File: config.mk
export PLATFORM = sky130hd
export DESIGN_NAME = data_memory_bank
export DESIGN_NICKNAME = d
export VERILOG_FILES = /design/src/rtl/dmem_pkg.sv /design/src/rtl/dmem_resp_pipe.sv /design/src/rtl/data_memory_bank.sv
export SDC_FILE = /design/constraint.sdc
export NUM_CORES = 2
export LEC_CHECK = 0
export ABC_CLOCK_PERIOD_IN_PS = 9100
export CORE_MARGIN = 3
export CORE_UTILIZATION = 45
export CTS_BUF_LIST = sky130_fd_sc_hd__clkbuf_2
export DETAILED_ROUTE_END_ITERATION = 16
export PLACE_DENSITY_LB_ADDON = 0.1
export SETUP_SLACK_MARGIN = 0.05
export SYNTH_ARGS = -nofsm -noshare
export SYNTH_HDL_FRONTEND = slang
export SYNTH_HIERARCHICAL = 1
export SYNTH_SLANG_ARGS = --single-unit
File: constraint.sdc
create_clock -name clk -period 9.1 [get_ports clk]
set_clock_uncertainty 0.05 [all_clocks]
set_input_delay 1.82 -clock clk [delete_from_list [all_inputs] [get_ports clk]]
set_output_delay 1.82 -clock clk [all_outputs]
set_load 0.02 [all_outputs]
File: src/rtl/dmem_pkg.sv
// Shared types and helpers for the data memory bank: FSM state encoding,
// the response record carried through the read pipeline, and a byte-merge helper.
package dmem_pkg;

    localparam int MAX_READ_LATENCY = 4;
    localparam int MAX_DATA_WIDTH   = 64;
    localparam int MAX_BYTES        = MAX_DATA_WIDTH / 8;

    typedef enum logic {
        S_INIT,
        S_READY
    } dmem_state_e;

    // rdata is sized for the widest supported word; narrower builds use the low bits.
    typedef struct packed {
        logic                      valid;
        logic                      err;
        logic [MAX_DATA_WIDTH-1:0] rdata;
    } dmem_resp_t;

    // Replace the bytes of old_word selected by be with the same bytes of new_word.
    function automatic logic [MAX_DATA_WIDTH-1:0] be_merge(
        input logic [MAX_DATA_WIDTH-1:0] old_word,
        input logic [MAX_DATA_WIDTH-1:0] new_word,
        input logic [MAX_BYTES-1:0]      be
    );
        logic [MAX_DATA_WIDTH-1:0] merged;
        merged = old_word;
        for (int b = 0; b < MAX_BYTES; b++) begin
            if (be[b]) begin
                merged[b*8 +: 8] = new_word[b*8 +: 8];
            end
        end
        return merged;
    endfunction

endpackage

File: src/rtl/dmem_resp_pipe.sv
// Extra delay stages for memory responses; STAGES=0 is a plain pass-through.
// Reset clears every stage so in-flight responses are dropped.
module dmem_resp_pipe
    import dmem_pkg::*;
#(
    parameter int STAGES = 0
) (
    input  logic       clk,
    input  logic       rst,
    input  dmem_resp_t in_resp,
    output dmem_resp_t out_resp
);

    generate
        if (STAGES == 0) begin : g_bypass
            assign out_resp = in_resp;
        end else begin : g_pipe
            dmem_resp_t stage_reg [STAGES];

            // Shift register of response records, cleared asynchronously.
            always_ff @(posedge clk or posedge rst) begin
                if (rst) begin
                    for (int i = 0; i < STAGES; i++) begin
                        stage_reg[i] <= '0;
                    end
                end else begin
                    stage_reg[0] <= in_resp;
                    for (int i = 1; i < STAGES; i++) begin
                        stage_reg[i] <= stage_reg[i-1];
                    end
                end
            end

            assign out_resp = stage_reg[STAGES-1];
        end
    endgenerate

endmodule

File: src/rtl/data_memory_bank.sv
// Single-port word data memory with valid/ready requests, byte-lane writes,
// address error responses, post-reset zero fill and a configurable read latency.
// Optional macro DMEM_PARITY_EN adds per-byte even parity and the inj_par_err port.
module data_memory_bank
    import dmem_pkg::*;
#(
    parameter  int MEM_DEPTH    = 256,
    parameter  int DATA_WIDTH   = 16,
    parameter  int READ_LATENCY = 1,
    localparam int BYTES        = DATA_WIDTH / 8,
    localparam int ADDR_LSB     = $clog2(BYTES),
    localparam int ADDR_WIDTH   = $clog2(MEM_DEPTH)
) (
    input  logic                  clk,
    input  logic                  rst,
`ifdef DMEM_PARITY_EN
    input  logic                  inj_par_err,
`endif
    input  logic                  req_valid,
    output logic                  req_ready,
    input  logic                  req_write,
    input  logic [DATA_WIDTH-1:0] req_addr,
    input  logic [DATA_WIDTH-1:0] req_wdata,
    input  logic [BYTES-1:0]      req_be,
    output logic                  resp_valid,
    output logic [DATA_WIDTH-1:0] resp_rdata,
    output logic                  resp_err,
    output logic                  init_done
);

    dmem_state_e             state_reg, state_next;
    logic [ADDR_WIDTH-1:0]   cnt_reg, cnt_next;

    logic [DATA_WIDTH-1:0]   mem [MEM_DEPTH];
    logic [DATA_WIDTH-1:0]   mem_rdata_reg;

    logic                    accept;
    logic                    misaligned;
    logic                    out_of_range;
    logic                    addr_err;
    logic [ADDR_WIDTH-1:0]   req_idx;

    logic                    mem_we;
    logic [ADDR_WIDTH-1:0]   mem_idx;
    logic [BYTES-1:0]        mem_be;
    logic [DATA_WIDTH-1:0]   mem_wdata;

    logic                    s0_valid_reg, s0_err_reg, s0_read_reg;
    dmem_resp_t              s0_resp, out_resp;
    logic                    rdata_unused;

    assign req_ready = (state_reg == S_READY);
    assign init_done = (state_reg == S_READY);
    assign accept    = req_valid && req_ready;
    assign req_idx   = req_addr[ADDR_LSB +: ADDR_WIDTH];

    // Address check terms exist only when their bit ranges are non-empty.
    generate
        if (ADDR_LSB > 0) begin : g_misalign
            assign misaligned = |req_addr[ADDR_LSB-1:0];
        end else begin : g_no_misalign
            assign misaligned = 1'b0;
        end
        if (ADDR_LSB + ADDR_WIDTH < DATA_WIDTH) begin : g_range
            assign out_of_range = |req_addr[DATA_WIDTH-1:ADDR_LSB+ADDR_WIDTH];
        end else begin : g_no_range
            assign out_of_range = 1'b0;
        end
    endgenerate

    assign addr_err = misaligned || out_of_range;

    // FSM state and zero-fill counter.
    always_ff @(posedge clk or posedge rst) begin
        if (rst) begin
            state_reg <= S_INIT;
            cnt_reg   <= '0;
        end else begin
            state_reg <= state_next;
            cnt_reg   <= cnt_next;
        end
    end

    // Next-state: walk every word once, then stay ready until reset.
    always_comb begin
        state_next = state_reg;
        cnt_next   = cnt_reg;
        case (state_reg)
            S_INIT: begin
                cnt_next = cnt_reg + 1'b1;
                if (cnt_reg == ADDR_WIDTH'(MEM_DEPTH - 1)) begin
                    state_next = S_READY;
                end
            end
            S_READY: ;
            default: state_next = S_INIT;
        endcase
    end

    // Write port mux: the zero-fill owns the port during init.
    always_comb begin
        mem_we    = 1'b0;
        mem_idx   = req_idx;
        mem_be    = req_be;
        mem_wdata = req_wdata;
        if (state_reg == S_INIT) begin
            mem_we    = 1'b1;
            mem_idx   = cnt_reg;
            mem_be    = '1;
            mem_wdata = '0;
        end else if (accept && req_write && !addr_err) begin
            mem_we    = 1'b1;
        end
    end

`ifdef DMEM_PARITY_EN
    logic [BYTES-1:0] par_mem [MEM_DEPTH];
    logic [BYTES-1:0] par_wdata;
    logic [BYTES-1:0] par_rdata_reg;
    logic [BYTES-1:0] par_calc;

    // Even parity per lane; lane 0 can be corrupted on purpose for testing.
    for (genvar gi = 0; gi < BYTES; gi++) begin : g_par_lane
        assign par_wdata[gi] = (^mem_wdata[gi*8 +: 8]) ^
                               ((gi == 0) && inj_par_err && req_ready);
        assign par_calc[gi]  = ^mem_rdata_reg[gi*8 +: 8];
    end
`endif

    // Array write with byte lanes and registered read on read acceptance.
    always_ff @(posedge clk) begin
        if (mem_we) begin
            for (int b = 0; b < BYTES; b++) begin
                if (mem_be[b]) begin
                    mem[mem_idx][b*8 +: 8] <= mem_wdata[b*8 +: 8];
`ifdef DMEM_PARITY_EN
                    par_mem[mem_idx][b] <= par_wdata[b];
`endif
                end
            end
        end
        if (accept && !req_write) begin
            mem_rdata_reg <= mem[req_idx];
`ifdef DMEM_PARITY_EN
            par_rdata_reg <= par_mem[req_idx];
`endif
        end
    end

    // First response stage: request kind and address error captured at acceptance.
    always_ff @(posedge clk or posedge rst) begin
        if (rst) begin
            s0_valid_reg <= 1'b0;
            s0_err_reg   <= 1'b0;
            s0_read_reg  <= 1'b0;
        end else begin
            s0_valid_reg <= accept;
            s0_err_reg   <= accept && addr_err;
            s0_read_reg  <= accept && !req_write;
        end
    end

    // Build the response record; data only for good reads.
    always_comb begin
        s0_resp       = '0;
        s0_resp.valid = s0_valid_reg;
        s0_resp.err   = s0_err_reg;
        if (s0_valid_reg && s0_read_reg && !s0_err_reg) begin
            s0_resp.rdata[DATA_WIDTH-1:0] = mem_rdata_reg;
`ifdef DMEM_PARITY_EN
            s0_resp.err = (par_calc != par_rdata_reg);
`endif
        end
    end

    dmem_resp_pipe #(
        .STAGES (READ_LATENCY - 1)
    ) u_resp_pipe (
        .clk      (clk),
        .rst      (rst),
        .in_resp  (s0_resp),
        .out_resp (out_resp)
    );

    assign resp_valid   = out_resp.valid;
    assign resp_err     = out_resp.valid && out_resp.err;
    assign resp_rdata   = out_resp.valid ? out_resp.rdata[DATA_WIDTH-1:0] : '0;
    // Bits above DATA_WIDTH in the record are always zero.
    assign rdata_unused = ^out_resp.rdata;

endmodule

; ---- Word level (Yosys, flattened, before mapping)
; Memories as Yosys holds them, arrays and structs flattened. A register that Yosys moved wholly into a read port is not among the register bits.
; Index checks and enable logic that the tools add are counted.
; Widths: inputs -> output; s select.
[op_classes]
n_addsub = 1
multipliers = 0
n_div = 0
order_cmp = 0
n_eq_ne = 1
shifts = 0
n_mux = 15
bitwise = 0
n_reduce_logical = 13
[op_table]
columns = operator, count
row1 = $mux 16, 3
row2 = $mux 1, 10
row3 = $add 8x1->8 const B, 1
row4 = $eq 8x8->1 const B, 1
row5 = $logic_and 1x1->1, 8
row6 = $mux 8, 1
row7 = $reduce_or 7->1, 1
row8 = $logic_not 1->1, 3
row9 = $mux 2, 1
row10 = $logic_or 1x1->1, 1
[word_totals]
ff_bits = 12
latchBits = 0
ram_bits = 4096
mem_bits_ro = 0
inputBits = 38
out_inout_bits = 20
wordCells = 36
n_memories = 1
[memory_table]
columns = memory, depth, width, rd, rd_ports_with_merged_regs, wr, line_no
row1 = mem, 256, 16, 1, 1, 1, data_memory_bank.sv:34  ; logic [DATA_WIDTH-1:0] mem [MEM_DEPTH];

; ---- Logic depth before layout (Yosys ltp)
[depth]
depth_word = 8
depth_mapped = 13

; ---- By module
; Netlist, hierarchy kept.
[modules_own_cells]
columns = mod, instances, cells_each, area_each_um2, seq_area_each_um2
row1 = data_memory_bank, 1, 7858, 161299.7, 123778.7
row2 = dmem_resp_pipe, 1, 66, 495.5, 0.0

; ---- Worst setup path before layout
; No wires, ideal clock.
[synth_timing]
kind = input-to-reg
from = in req_wdata[0]
to = mem mem[0][0], data pin
setup_ps = 867
t_arrival_ps = 5047
t_required_ps = 8183
setup_slack_ps = 3136
path_stages = 1
n_path_buf = 0
path_cell_list = and2_1
[synth_via]
elab_chain_len = 1
[synth_lines]
columns = element, line_no
row1 = "start, declared", data_memory_bank.sv:23  ; input logic [DATA_WIDTH-1:0] req_wdata,
row2 = $mux 16, data_memory_bank.sv:106  ; if (state_reg == S_INIT) begin
row3 = "end, declared", data_memory_bank.sv:34
; No other way between the ends.

==> results.md <==
- Die Y: 605 um
- Power Dens Cells: 192 nW/um^2
- Placed Area: 166,000 sq um
- Number of global-route vias before repair: 86,115
- Post-synthesis cell area: 161,000 sq um
- Rel. slew slack: 0.108
- Worst Tran Pin Value: between 1 and 1.5 ns
- I/O Buffers: 57
- Yosys Warn Count: 6
- Clock Path Buffers: 5
- Peak supply drop: 0.000125 V
- Multi-input gate area: roughly 34,000 sq um
- Crit path max fanout: 19
- Final GP Congestion: 0.832
- Final WL: 455,000 um
- Clock slew at reported path FFs: 0.11 ns
- Switching portion of total power: 0.238
- Final Max Slew Viols: 0
- Initial core utilization: 0.453
- Placement Setup Slack: 2.46 ns
- Logic pwr share: 0.030
- Syn Inst Count: 7,875
- Filler instances: 29,590
- Max Clock Freq: 151 MHz
- WP data required: 7.23 ns
- Final WS setup: 2.49 ns
- Clock Power Share: 0.360
- Core Area: 356,000 sq um
- Final setup viols: 0
- Power Internal: 0.0257 W
- Dpl hpwl: 268,000 um
- Hold Path Class: reg2reg
- First-pass GRT wire length: 643,000 um
- CTS buffer count: 1,123
- Width of the chip: 605 um
- Fin nets: 8,721
- IO Pins: 58
- Initial antenna violation count: 36
- Clk Tree Root Cell: clkbuf_2
- Die ar.: between 300,000 and 400,000 sq um
- Area growth syn-to-layout: 8.65%
- H-tree level count: 7
- Max reg flops: a little over 4,000
- RSZ-0062 raised after global routing: no
- Fin area: about 180,000 sq um
- WL/cell: 32.2 um
- Post-Synthesis Mean Instance Area: 20.5 sq um
- Critical Path, Cell by Cell: nand2_1 > nor2_1 > buf_4 > and2_1 > and2_1 > clkdlybuf4s50_1
- Critical Path AT: 4.74 ns
- GRT Overall Usage: 0.251
- DRT antenna net count: 0
- Global route overflow: 0
- Post-layout min period: between 6 and 7 ns
- Fin crit share: 0.727
- Setup crit end kind: primary output
- Post-CTS sizing: 0
- Net switching power: 0.00801 W
- Final Hold Vio Count: 0
- Worst-Skew Late Latency: 2.11 ns
- Share of cells above drive strength 1: 0.275
- Number of clock sinks: about 4,100
- Row count: 219
- DRC: 0
- Largest net degree at the start of global routing: roughly 160
- Reg area: ~120,000 sq um
- Max_cap viols: 0
- Sequential power share: 0.610
- Ratio of routed vias to standard cells: around 5.9
- Vias: between 80,000 and 90,000
- CP Class: reg2out
- Max incr delay on CP: 0.88 ns
- TritonRoute pass-1 iters: 6
- Outcome: complete, no violations
- Setup TNS: 0 ns
- Crit path launch type: flop
- CP max stage cell: dfrtp_1
- CTS tree: built
- Initial DRC count: 8,991
- Most used cell along the critical path: and2_1
- Leakage: 47.0 nW
- Net Count, Synth: just under 8,000
## cells in the final DEF, fill, tap and decap left out, types with 5 or more instances in the layout
cell             instances
mux4_2                 779
o22ai_1                185
o221ai_1               265
a21oi_1                146
a22o_1                  16
o21ai_0                 29
inv_2                   26
buf_4                  112
nand2_1                103
nor4_2                   6
and2_4                  16
and2_1                  36
clkinv_2                31
nor3_1                 182
xnor2_1                  6
edfxtp_1              4112
nand3_1                 13
clkinv_1               205
o21ai_1                  5
buf_12                  35
nor4_1                  16
o32ai_1                  6
clkbuf_2              1513
o211ai_1                13
a22oi_1                 49
nand4_1                 14
inv_1                    6
nor2_1                 561
clkdlybuf4s50_1         51
diode_2                 24
dfrtp_1                 11
bufinv_16               12
nand2_4                 16
mux2i_1                700
## final timing paths
path / startpoint / to / slack [ns] / cells past startpoint
setup / recovery: s0_valid_reg / resp_rdata[1] / 2.49 / 6
hold / removal: cnt_reg[2] / cnt_reg[2] / 0.52 / 1
setup reg to reg: init_done / mem[145][3] / 4.68 / 9
hold reg to reg: cnt_reg[2] / cnt_reg[2] / 0.52 / 1
max in group asynchronous: rst / init_done / 7.65 / 3
min in group asynchronous: rst / s0_valid_reg / 0.80 / 3
## repair_timing
| action | 4_1_cts | 5_1_grt |
|---|---|---|
| endpoints found under the setup margin | 0 | 0 |
| setup buffers | 0 | 0 |
| hold buffers | 1 | 0 |
| endpoints found under the hold margin | 5 | 0 |
## layer usage
metal	GRT usage	vias up	wire length, um
met5	0	-	56
met4	0.0933	8	12300
met3	0.0477	762	31000
met2	0.402	3793	224000
met1	0.343	43956	188000
li1	-	34971	-
## critical path, delay by kind of cell (launching register included)
kind | cells | cell delay, ns
buffers and inverters | 2 | 0.90
flip-flops | 1 | 0.88
AND/OR/NAND/NOR | 4 | 0.77
## area by class of cell
| type | count | share of cell area |
|---|---|---|
| Tap cell | 4751 | 0.0339 |
| Clock buffer | 1513 | 0.0432 |
| Inverter | 8 | 0.000243 |
| Multi-Input combinational cell | 3221 | 0.196 |
| Timing Repair Buffer | 204 | 0.0122 |
| Clock inverter | 277 | 0.00803 |
| Antenna cell | 24 | 0.000342 |
| Sequential cell | 4124 | 0.706 |
## power groups by stage
stage / sequential [W] / clock (W) / combinational, W
global placement: 0.0210 / 0 / 0.00100
finish: 0.0205 / 0.0121 / 0.00100
detailed placement: 0.0210 / 0 / 0.00101
global route: 0.0205 / 0.0135 / 0.00105
floorplan: 0.0210 / 0 / 0.000714
CTS: 0.0205 / 0.0125 / 0.00101
## stage by stage
stage	util	std cells	power, W	hold WS, ns
floorplan	-	7875	0.0217	0.436
global placement	0.467	12307	0.0220	0.469
detailed placement	0.467	12307	0.0220	0.493
CTS	0.492	14098	0.0340	0.162
global route	0.492	14118	0.0351	0.362
finish	0.492	14122	0.0337	0.516
Power figures use the tool's default switching activity.
